==> config.mk <==
export PLATFORM = sky130hd
export DESIGN_NAME = sram_port_arbiter
export DESIGN_NICKNAME = d
export VERILOG_FILES = /design/src/rtl/sram_arb_pkg.sv /design/src/rtl/sram_arb_rr.sv /design/src/rtl/sram_port_arbiter.sv
export SDC_FILE = /design/constraint.sdc
export NUM_CORES = 1
export LEC_CHECK = 0
export BUFFER_PORTS_ARGS = -buffer_cell sky130_fd_sc_hd__buf_2
export CAP_MARGIN = 20
export CORE_ASPECT_RATIO = 1.1
export CORE_UTILIZATION = 51
export DETAILED_ROUTE_END_ITERATION = 16
export PLACE_DENSITY = 0.9
export SLEW_MARGIN = 20
export SYNTH_ARGS = -nofsm -noshare
export SYNTH_HDL_FRONTEND = slang
export SYNTH_SLANG_ARGS = --single-unit
==> constraint.sdc <==
create_clock -name clk -period 3.4 [get_ports clk]
set_input_delay 0.17 -clock clk [delete_from_list [all_inputs] [get_ports clk]]
set_output_delay 0.17 -clock clk [all_outputs]
set_load 0.01 [all_outputs]
==> src/rtl/sram_arb_pkg.sv <==
// Shared definitions for the two-port asynchronous SRAM arbiter:
// FSM state encoding and requester port identifiers.
package sram_arb_pkg;

  typedef enum logic [1:0] {
    IDLE   = 2'd0,
    SETUP  = 2'd1,
    ACTIVE = 2'd2,
    HOLD   = 2'd3
  } arb_state_t;

  localparam logic PORT_A = 1'b0;
  localparam logic PORT_B = 1'b1;

  // The port that did not receive the previous grant.
  function automatic logic other_port(input logic port);
    return (port == PORT_A) ? PORT_B : PORT_A;
  endfunction

endpackage

==> src/rtl/sram_arb_rr.sv <==
// Two-way round-robin picker: a lone requester wins outright, a tie goes to
// the port that was not granted last.
module sram_arb_rr
  import sram_arb_pkg::*;
(
  input  logic a_req,
  input  logic b_req,
  input  logic last_grant,
  output logic grant,
  output logic any_req
);

  // Purely combinational pick; the caller registers the decision.
  always_comb begin
    any_req = a_req | b_req;
    if (a_req && b_req) begin
      grant = other_port(last_grant);
    end else if (a_req) begin
      grant = PORT_A;
    end else begin
      grant = PORT_B;
    end
  end

endmodule

==> src/rtl/sram_port_arbiter.sv <==
// Shares one asynchronous SRAM between a CPU port (A) and a video/DMA port (B).
// Each access runs IDLE -> SETUP -> ACTIVE (N cycles) -> HOLD, so address,
// chip enables and write data bracket every OEn/WEn pulse by one cycle.
module sram_port_arbiter
  import sram_arb_pkg::*;
#(
  parameter int ADDR_WIDTH = 10,
  parameter int DATA_WIDTH = 8,
  parameter int RD_CYCLES  = 3,
  parameter int WR_CYCLES  = 2
) (
  input  logic                  clk,
  input  logic                  reset,
  input  logic                  a_req,
  input  logic                  a_we,
  input  logic [ADDR_WIDTH-1:0] a_addr,
  input  logic [DATA_WIDTH-1:0] a_wdata,
  output logic                  a_ack,
  output logic [DATA_WIDTH-1:0] a_rdata,
  input  logic                  b_req,
  input  logic                  b_we,
  input  logic [ADDR_WIDTH-1:0] b_addr,
  input  logic [DATA_WIDTH-1:0] b_wdata,
  output logic                  b_ack,
  output logic [DATA_WIDTH-1:0] b_rdata,
  output logic [ADDR_WIDTH-1:0] sram_addr,
  output logic                  sram_ce1n,
  output logic                  sram_ce2,
  output logic                  sram_oen,
  output logic                  sram_wen,
  output logic [DATA_WIDTH-1:0] sram_dout,
  output logic                  sram_dout_oe,
  input  logic [DATA_WIDTH-1:0] sram_din
);

  localparam int MAX_CYCLES = (RD_CYCLES > WR_CYCLES) ? RD_CYCLES : WR_CYCLES;
  localparam int CNT_W      = (MAX_CYCLES > 1) ? $clog2(MAX_CYCLES) : 1;
  localparam logic [CNT_W-1:0] RD_LOAD = CNT_W'(RD_CYCLES - 1);
  localparam logic [CNT_W-1:0] WR_LOAD = CNT_W'(WR_CYCLES - 1);

  arb_state_t       state;
  logic [CNT_W-1:0] cnt;
  logic             cur_port;
  logic             cur_we;
  logic             last_grant;

  logic                  grant;
  logic                  any_req;
  logic                  sel_we;
  logic [ADDR_WIDTH-1:0] sel_addr;
  logic [DATA_WIDTH-1:0] sel_wdata;

  sram_arb_rr u_rr (
    .a_req      (a_req),
    .b_req      (b_req),
    .last_grant (last_grant),
    .grant      (grant),
    .any_req    (any_req)
  );

  // Route the winning port's request fields toward the latch in IDLE.
  always_comb begin
    if (grant == PORT_A) begin
      sel_we    = a_we;
      sel_addr  = a_addr;
      sel_wdata = a_wdata;
    end else begin
      sel_we    = b_we;
      sel_addr  = b_addr;
      sel_wdata = b_wdata;
    end
  end

  // Access sequencer: state, strobe counter and every registered SRAM/port output.
  always_ff @(posedge clk) begin
    if (reset) begin
      state        <= IDLE;
      cnt          <= '0;
      cur_port     <= PORT_A;
      cur_we       <= 1'b0;
      last_grant   <= PORT_B;
      a_ack        <= 1'b0;
      b_ack        <= 1'b0;
      a_rdata      <= '0;
      b_rdata      <= '0;
      sram_addr    <= '0;
      sram_ce1n    <= 1'b1;
      sram_ce2     <= 1'b0;
      sram_oen     <= 1'b1;
      sram_wen     <= 1'b1;
      sram_dout    <= '0;
      sram_dout_oe <= 1'b0;
    end else begin
      a_ack <= 1'b0;
      b_ack <= 1'b0;
      case (state)
        IDLE: begin
          if (any_req) begin
            state        <= SETUP;
            cur_port     <= grant;
            last_grant   <= grant;
            cur_we       <= sel_we;
            sram_addr    <= sel_addr;
            sram_ce1n    <= 1'b0;
            sram_ce2     <= 1'b1;
            sram_dout_oe <= sel_we;
            cnt          <= sel_we ? WR_LOAD : RD_LOAD;
            if (sel_we) begin
              sram_dout <= sel_wdata;
            end
          end
        end
        SETUP: begin
          state <= ACTIVE;
          if (cur_we) begin
            sram_wen <= 1'b0;
          end else begin
            sram_oen <= 1'b0;
          end
        end
        ACTIVE: begin
          if (cnt == '0) begin
            state    <= HOLD;
            sram_oen <= 1'b1;
            sram_wen <= 1'b1;
            // Data bus is sampled on the edge that closes the last OEn-low cycle.
            if (!cur_we) begin
              if (cur_port == PORT_A) begin
                a_rdata <= sram_din;
              end else begin
                b_rdata <= sram_din;
              end
            end
            if (cur_port == PORT_A) begin
              a_ack <= 1'b1;
            end else begin
              b_ack <= 1'b1;
            end
          end else begin
            cnt <= cnt - CNT_W'(1);
          end
        end
        HOLD: begin
          state        <= IDLE;
          sram_ce1n    <= 1'b1;
          sram_ce2     <= 1'b0;
          sram_dout_oe <= 1'b0;
        end
        default: begin
          state <= IDLE;
        end
      endcase
    end
  end

endmodule

# After elaboration in Yosys (flattened, before gate mapping)
# Index checks and enable logic that the tools add are counted.
[totals]
wordCells = 72
reg_bits = 48
in_bits = 50
out_inout_bits = 41
[op_classes]
reduce_logical = 16
n_addsub = 1
mux = 26
eq_ne = 8
n_bitwise = 5
[op_table]
columns = ["operator", "n"]
rows = [
  ["$mux W1", 12],
  ["$reduce_and A3 Y1", 4],
  ["$mux W10", 1],
  ["$mux W2", 5],
  ["$ne A2 B2 Y1 const B", 5],
  ["$pmux W1 S2", 5],
  ["$mux W8", 1],
  ["$pmux W2 S4", 1],
  ["$reduce_and A4 Y1", 2],
  ["$reduce_and A2 Y1", 3],
  ["$reduce_bool A2 Y1", 3],
  ["$eq A2 B2 Y1 const B", 2],
  ["$logic_not A2 Y1", 2],
  ["$not A1 Y1", 4],
  ["$pmux W2 S2", 1],
  ["$reduce_or A3 Y1", 1],
  ["$eq A2 B1 Y1 const B", 1],
  ["$sub A2 B1 Y2 const B", 1],
  ["$logic_and A1 B1 Y1", 1],
  ["$or A1 B1 Y1", 1],
]

# Depth between registers and ports, before layout
[depth]
ltp_word = 6
mapped_depth = 8
ltp_nobuf = 6

# Modules after synthesis
# A second synthesis with hierarchy kept.
[unflattened]
hier_cells = 230
area_unflattened_um2 = 2174.6
[by_module_without_submodules]
columns = ["module", "n_inst", "area_each_um2", "cells_each"]
rows = [
  ["sram_port_arbiter", 1, 2159.6, 227],
  ["sram_arb_rr", 1, 15.0, 3],
]

# Worst setup path after synthesis
# No wires, ideal clock.
[synth_path]
kind = "reg2reg"
from = "register state[0]"
to = "register a_rdata[1]"
required_ps = 3268
path_stages_with_launch = 9
slack_ps = 1850
arrival_time_ps = 1418
setup_ps = 132
cell_sequence = "dfxtp_1 -> inv_1 -> ha_1 -> buf_4 -> nand2_1 -> or3_1 -> clkbuf_1 -> nand2_1 -> a21oi_1"
[synth_between]
elab_chain_len = 2
[synth_lines]
columns = ["item", "line_no", "source"]
rows = [
  ["start, declared", "sram_port_arbiter.sv:41", "arb_state_t state;"],
  ["start signal, assigned", "sram_port_arbiter.sv:77", "state <= IDLE;"],
  ["start signal, assigned", "sram_port_arbiter.sv:99", "state <= SETUP;"],
  ["start signal, assigned", "sram_port_arbiter.sv:114", "state <= ACTIVE;"],
  ["$eq A2 B2 Y1", "sram_port_arbiter.sv:96", "case (state)"],
  ["$reduce_and A4 Y1 (no source line)", "--", ""],
  ["end signal, assigned", "sram_port_arbiter.sv:129", "a_rdata <= sram_din;"],
  ["end, declared", "sram_port_arbiter.sv:19", "output logic [DATA_WIDTH-1:0] a_rdata,"],
]
# No other way between the ends.
# A chain may end at the register's enable or synchronous reset.

# Worst setup path after layout
[layout_path]
from = "register state[0]"
to = "register sram_addr[8]"
[layout_between]
elab_chain_len = 2
[layout_lines]
columns = ["item", "line_no", "source"]
rows = [
  ["$logic_not A2 Y1", "sram_port_arbiter.sv:96", ""],
  ["$reduce_and A2 Y1 (no source line)", "--", ""],
  ["end signal, assigned", "sram_port_arbiter.sv:103", "sram_addr <= sel_addr;"],
  ["end, declared", "sram_port_arbiter.sv:26", "output logic [ADDR_WIDTH-1:0] sram_addr,"],
]
# No other way between the ends.

==> out/qor.json <==
{
  "vdd_drop_max": {"value": 425, "unit": "µV"},
  "drt_iter0_drc": {"value": 106},
  "fin_crit_sh": {"value": 61.3, "unit": "%"},
  "setup_viol_count_final": {"value": 0},
  "post_layout_nets": {"value": 385},
  "synth.yosys.warnings": {"value": 0},
  "grt_util_all_layers": {"value": 21.0, "unit": "%"},
  "global_route.usage.met3": {"value": 4.93, "unit": "%"},
  "fmaxAchievable": {"value": 480, "unit": "MHz"},
  "num_antenna_cells": {"value": 0},
  "synth_top_cell_by_area": {"value": "dfxtp_1"},
  "synth.top_cells.by_area": {"value": "dfxtp_1 (46%), nand2_1 (8.7%), a21oi_1 (8.1%)"},
  "layout-drive-gt1-share": {"value": 31.2, "unit": "%"},
  "worst_ep_arrival_time": {"value": 2290, "unit": "ps"},
  "final-seq-area": {"value": 961, "unit": "µm²"},
  "cts_max_path_buffers": {"value": 2},
  "finClkSkew": {"value": 7.25, "unit": "ps"},
  "synth.net_count": {"value": 303},
  "timing.critical_path.required": {"value": 3600, "unit": "ps"},
  "slew_viol_final": {"value": 0},
  "setup_tns": {"value": 0, "unit": "ps"},
  "synthArstFlopShare": {"value": 0, "unit": "%"},
  "cts-buffers-inserted": {"value": 5},
  "wl_per_cell": {"value": 11.7, "unit": "µm"},
  "die_height": {"value": 69.5, "unit": "µm"},
  "die-width": {"value": 63.3, "unit": "µm"},
  "synth_enable_flop_cells": {"value": 0},
  "worst_setup_path_end_kind": {"value": "flip-flop"},
  "floorplan.die_area": {"value": 4400, "unit": "µm²"},
  "run_status": {"value": "finished clean"},
  "p_leak": {"value": 1.22, "unit": "nW"},
  "gr-usage-met1": {"value": 22.4, "unit": "%"},
  "io_buffers": {"value": 90},
  "global_route.peak_usage_layer": {"value": "met2"},
  "tightest_slew": {"value": 832, "unit": "ps"},
  "synth_most_common_cell": {"value": "nand2_1"},
  "cts_hold_buf": {"value": 0},
  "multi_input_comb_area": {"value": 1050, "unit": "µm²"},
  "final-hold-violation-count": {"value": 0},
  "grt_pass1_wl": {"value": 7.54, "unit": "mm"},
  "overflow": {"value": 0},
  "clock-sinks": {"value": 48},
  "setup.worst_path.start_class": {"value": "flip-flop"},
  "cap_viol_max_count": {"value": 0},
  "row_count": {"value": 24},
  "report.power.total": {"value": 1.86, "unit": "mW"},
  "grtUsageMet2": {"value": 39.4, "unit": "%"},
  "cts.htree.levels": {"value": 2},
  "detailed_placement_hpwl": {"value": 3.23, "unit": "mm"},
  "hold_class": {"value": "primary input to flip-flop"},
  "synthesis.instances": {"value": 247},
  "seq_area_frac_synth": {"value": 45.6, "unit": "%"},
  "synthToLayoutAreaGrowth": {"value": 25.7, "unit": "%"},
  "routed_wirelength": {"value": 4.45, "unit": "mm"},
  "place_area": {"value": 2540, "unit": "µm²"},
  "hp-start": {"value": "sram_din[7]"},
  "synth_ff_type": {"value": "dfxtp_1"},
  "starting_density": {"value": 53.2, "unit": "%"},
  "place_congestion": {"value": 0.745},
  "nFillCells": {"value": 347},
  "syn_area": {"value": 2110, "unit": "µm²"},
  "crit_path_max_fanout": {"value": 22},
  "cts.clk_slew.worst_paths": {"value": 90, "unit": "ps"},
  "setup.worst_path.start": {"value": "state[0]"},
  "timing.slew.headroom": {"value": 44.5, "unit": "%"},
  "grt_pass1_vias": {"value": 1867},
  "synth_area_per_cell": {"value": 8.54, "unit": "µm²"},
  "tritoncts": {"value": "built"},
  "grt_antenna_before_repair": {"value": 0},
  "critical_path.reg2reg.startpoint": {"value": "state[0]"},
  "cts-root-buf": {"value": "clkbuf_8"},
  "synthDominantCellAreaShare": {"value": 45.6, "unit": "%"},
  "io_pins": {"value": 91},
  "netlist-cell-type-count": {"value": 37},
  "via_per_inst": {"value": 5.21},
  "drt.antenna.violating_nets": {"value": 0},
  "p_per_area": {"value": 700, "unit": "nW/µm²"},
  "rsz0062_at_grt": {"value": "no"},
  "postCtsSetupRepairBufs": {"value": 0},
  "total_number_of_vias": {"value": 1989},
  "worst-setup-path-type": {"value": "flip-flop to flip-flop"},
  "ys_seq_elements": {"value": 48},
  "layout_min_cycle_time": {"value": 2080, "unit": "ps"},
  "grt_start_max_net_pins": {"value": 50},
  "synth.cells.most_frequent": {"value": "nand2_1 (49), dfxtp_1 (48), a21oi_1 (34)"},
  "drc": {"value": 0},
  "core_area": {"value": 3960, "unit": "µm²"},
  "finalInstanceArea": {"value": 2650, "unit": "µm²"},
  "cts-resized-gates": {"value": 0},
  "clk_latency": {"value": 300, "unit": "ps"},
  "drt_pre_antenna_iters": {"value": 4}
}
[flip-flops by register name (all words and copies together), names as in the netlist]
signal and flops:
sram_dout_oe 1, cur_we 1, a_ack 1, cur_port 1, last_grant 1, cnt 2
b_ack 1, sram_dout 8, sram_addr 10, b_rdata 8, sram_oen 1, state 2
a_rdata 8, sram_ce2 1, sram_wen 1, sram_ce1n 1
[stage by stage]
stage / hold WS, ps / util [%] / setup WS, ps / std cells
after global routing: 103 / 66.9 / 1140 / 382
final: 111 / 66.9 / 1320 / 382
after CTS: 99.6 / 66.9 / 1310 / 382
after detailed placement: 429 / 64.2 / 1390 / 374
after global placement: 425 / 64.2 / 1500 / 374
after floorplan: 306 / - / 1850 / 247
[power by group]
part           total [mW]  internal (mW)  switching [mW]
Combinational       0.671          0.278           0.393
Clock               0.398          0.218           0.180
Sequential          0.786          0.702          0.0837
Total                1.86           1.20           0.657
[layer usage]
metal  wire [µm]  part of all wire (%)
met3         264                   5.9
met5           0                     0
met2        2250                    51
met4          60                   1.3
met1        1880                    42
[layout make-up]
| type | instances | area share, % |
|---|---|---|
| multi-input combinational | 179 | 39.5 |
| sequential | 48 | 36.2 |
| timing repair buffer | 90 | 17.0 |
| clock buffer | 6 | 2.74 |
| tap | 52 | 2.45 |
| clock inverter | 2 | 1.32 |
| inverter | 5 | 0.708 |
[worst max-delay path: stages (launching register included)]
cell	delay (ps)
dfxtp_1	350
inv_1	120
ha_1	470
o21a_1	640
nor2_1	130
a311oi_1	270
[cell families (layout without fill, tap and decap cells)]
kind of cell	Yosys count	count (layout)	synth area share, %
AND/OR/NAND/NOR	98	98	21.4
flip-flops	48	48	45.6
buffers and inverters	20	103	4.74
adder cells (fa/ha/maj)	6	6	3.56
multiplexers	9	9	4.27
AO/OA/AOI/OAI	66	66	20.5
[placed cells by master, fill, tap and decap left out, drive strengths merged]
cell type   n
a211o       1
a211oi      8
a21boi      1
a21oi      34
a311oi     10
and2        2
and2b       1
buf        90
bufinv      1
clkbuf      6
clkinv      1
dfxtp      48
ha          6
inv         5
mux2i       9
nand2      50
nand2b      2
nand3      10
nand3b      1
nand4b      1
nor2       19
nor2b       1
nor3        6
nor3b       3
o211ai      1
o21a        1
o21ai       4
o21bai      4
o22ai       1
o31a        1
or3         1
or3b        1
[final timing paths]
kind                                     end  slack (ps)  depth (start not counted)
worst min-delay path              a_rdata[7]         110                          3
worst min register to register    a_rdata[3]         450                          2
worst max register to register  sram_addr[8]        1320                          5
worst max-delay path            sram_addr[8]        1320                          5
Note: power is estimated with default switching activity, not from simulation.
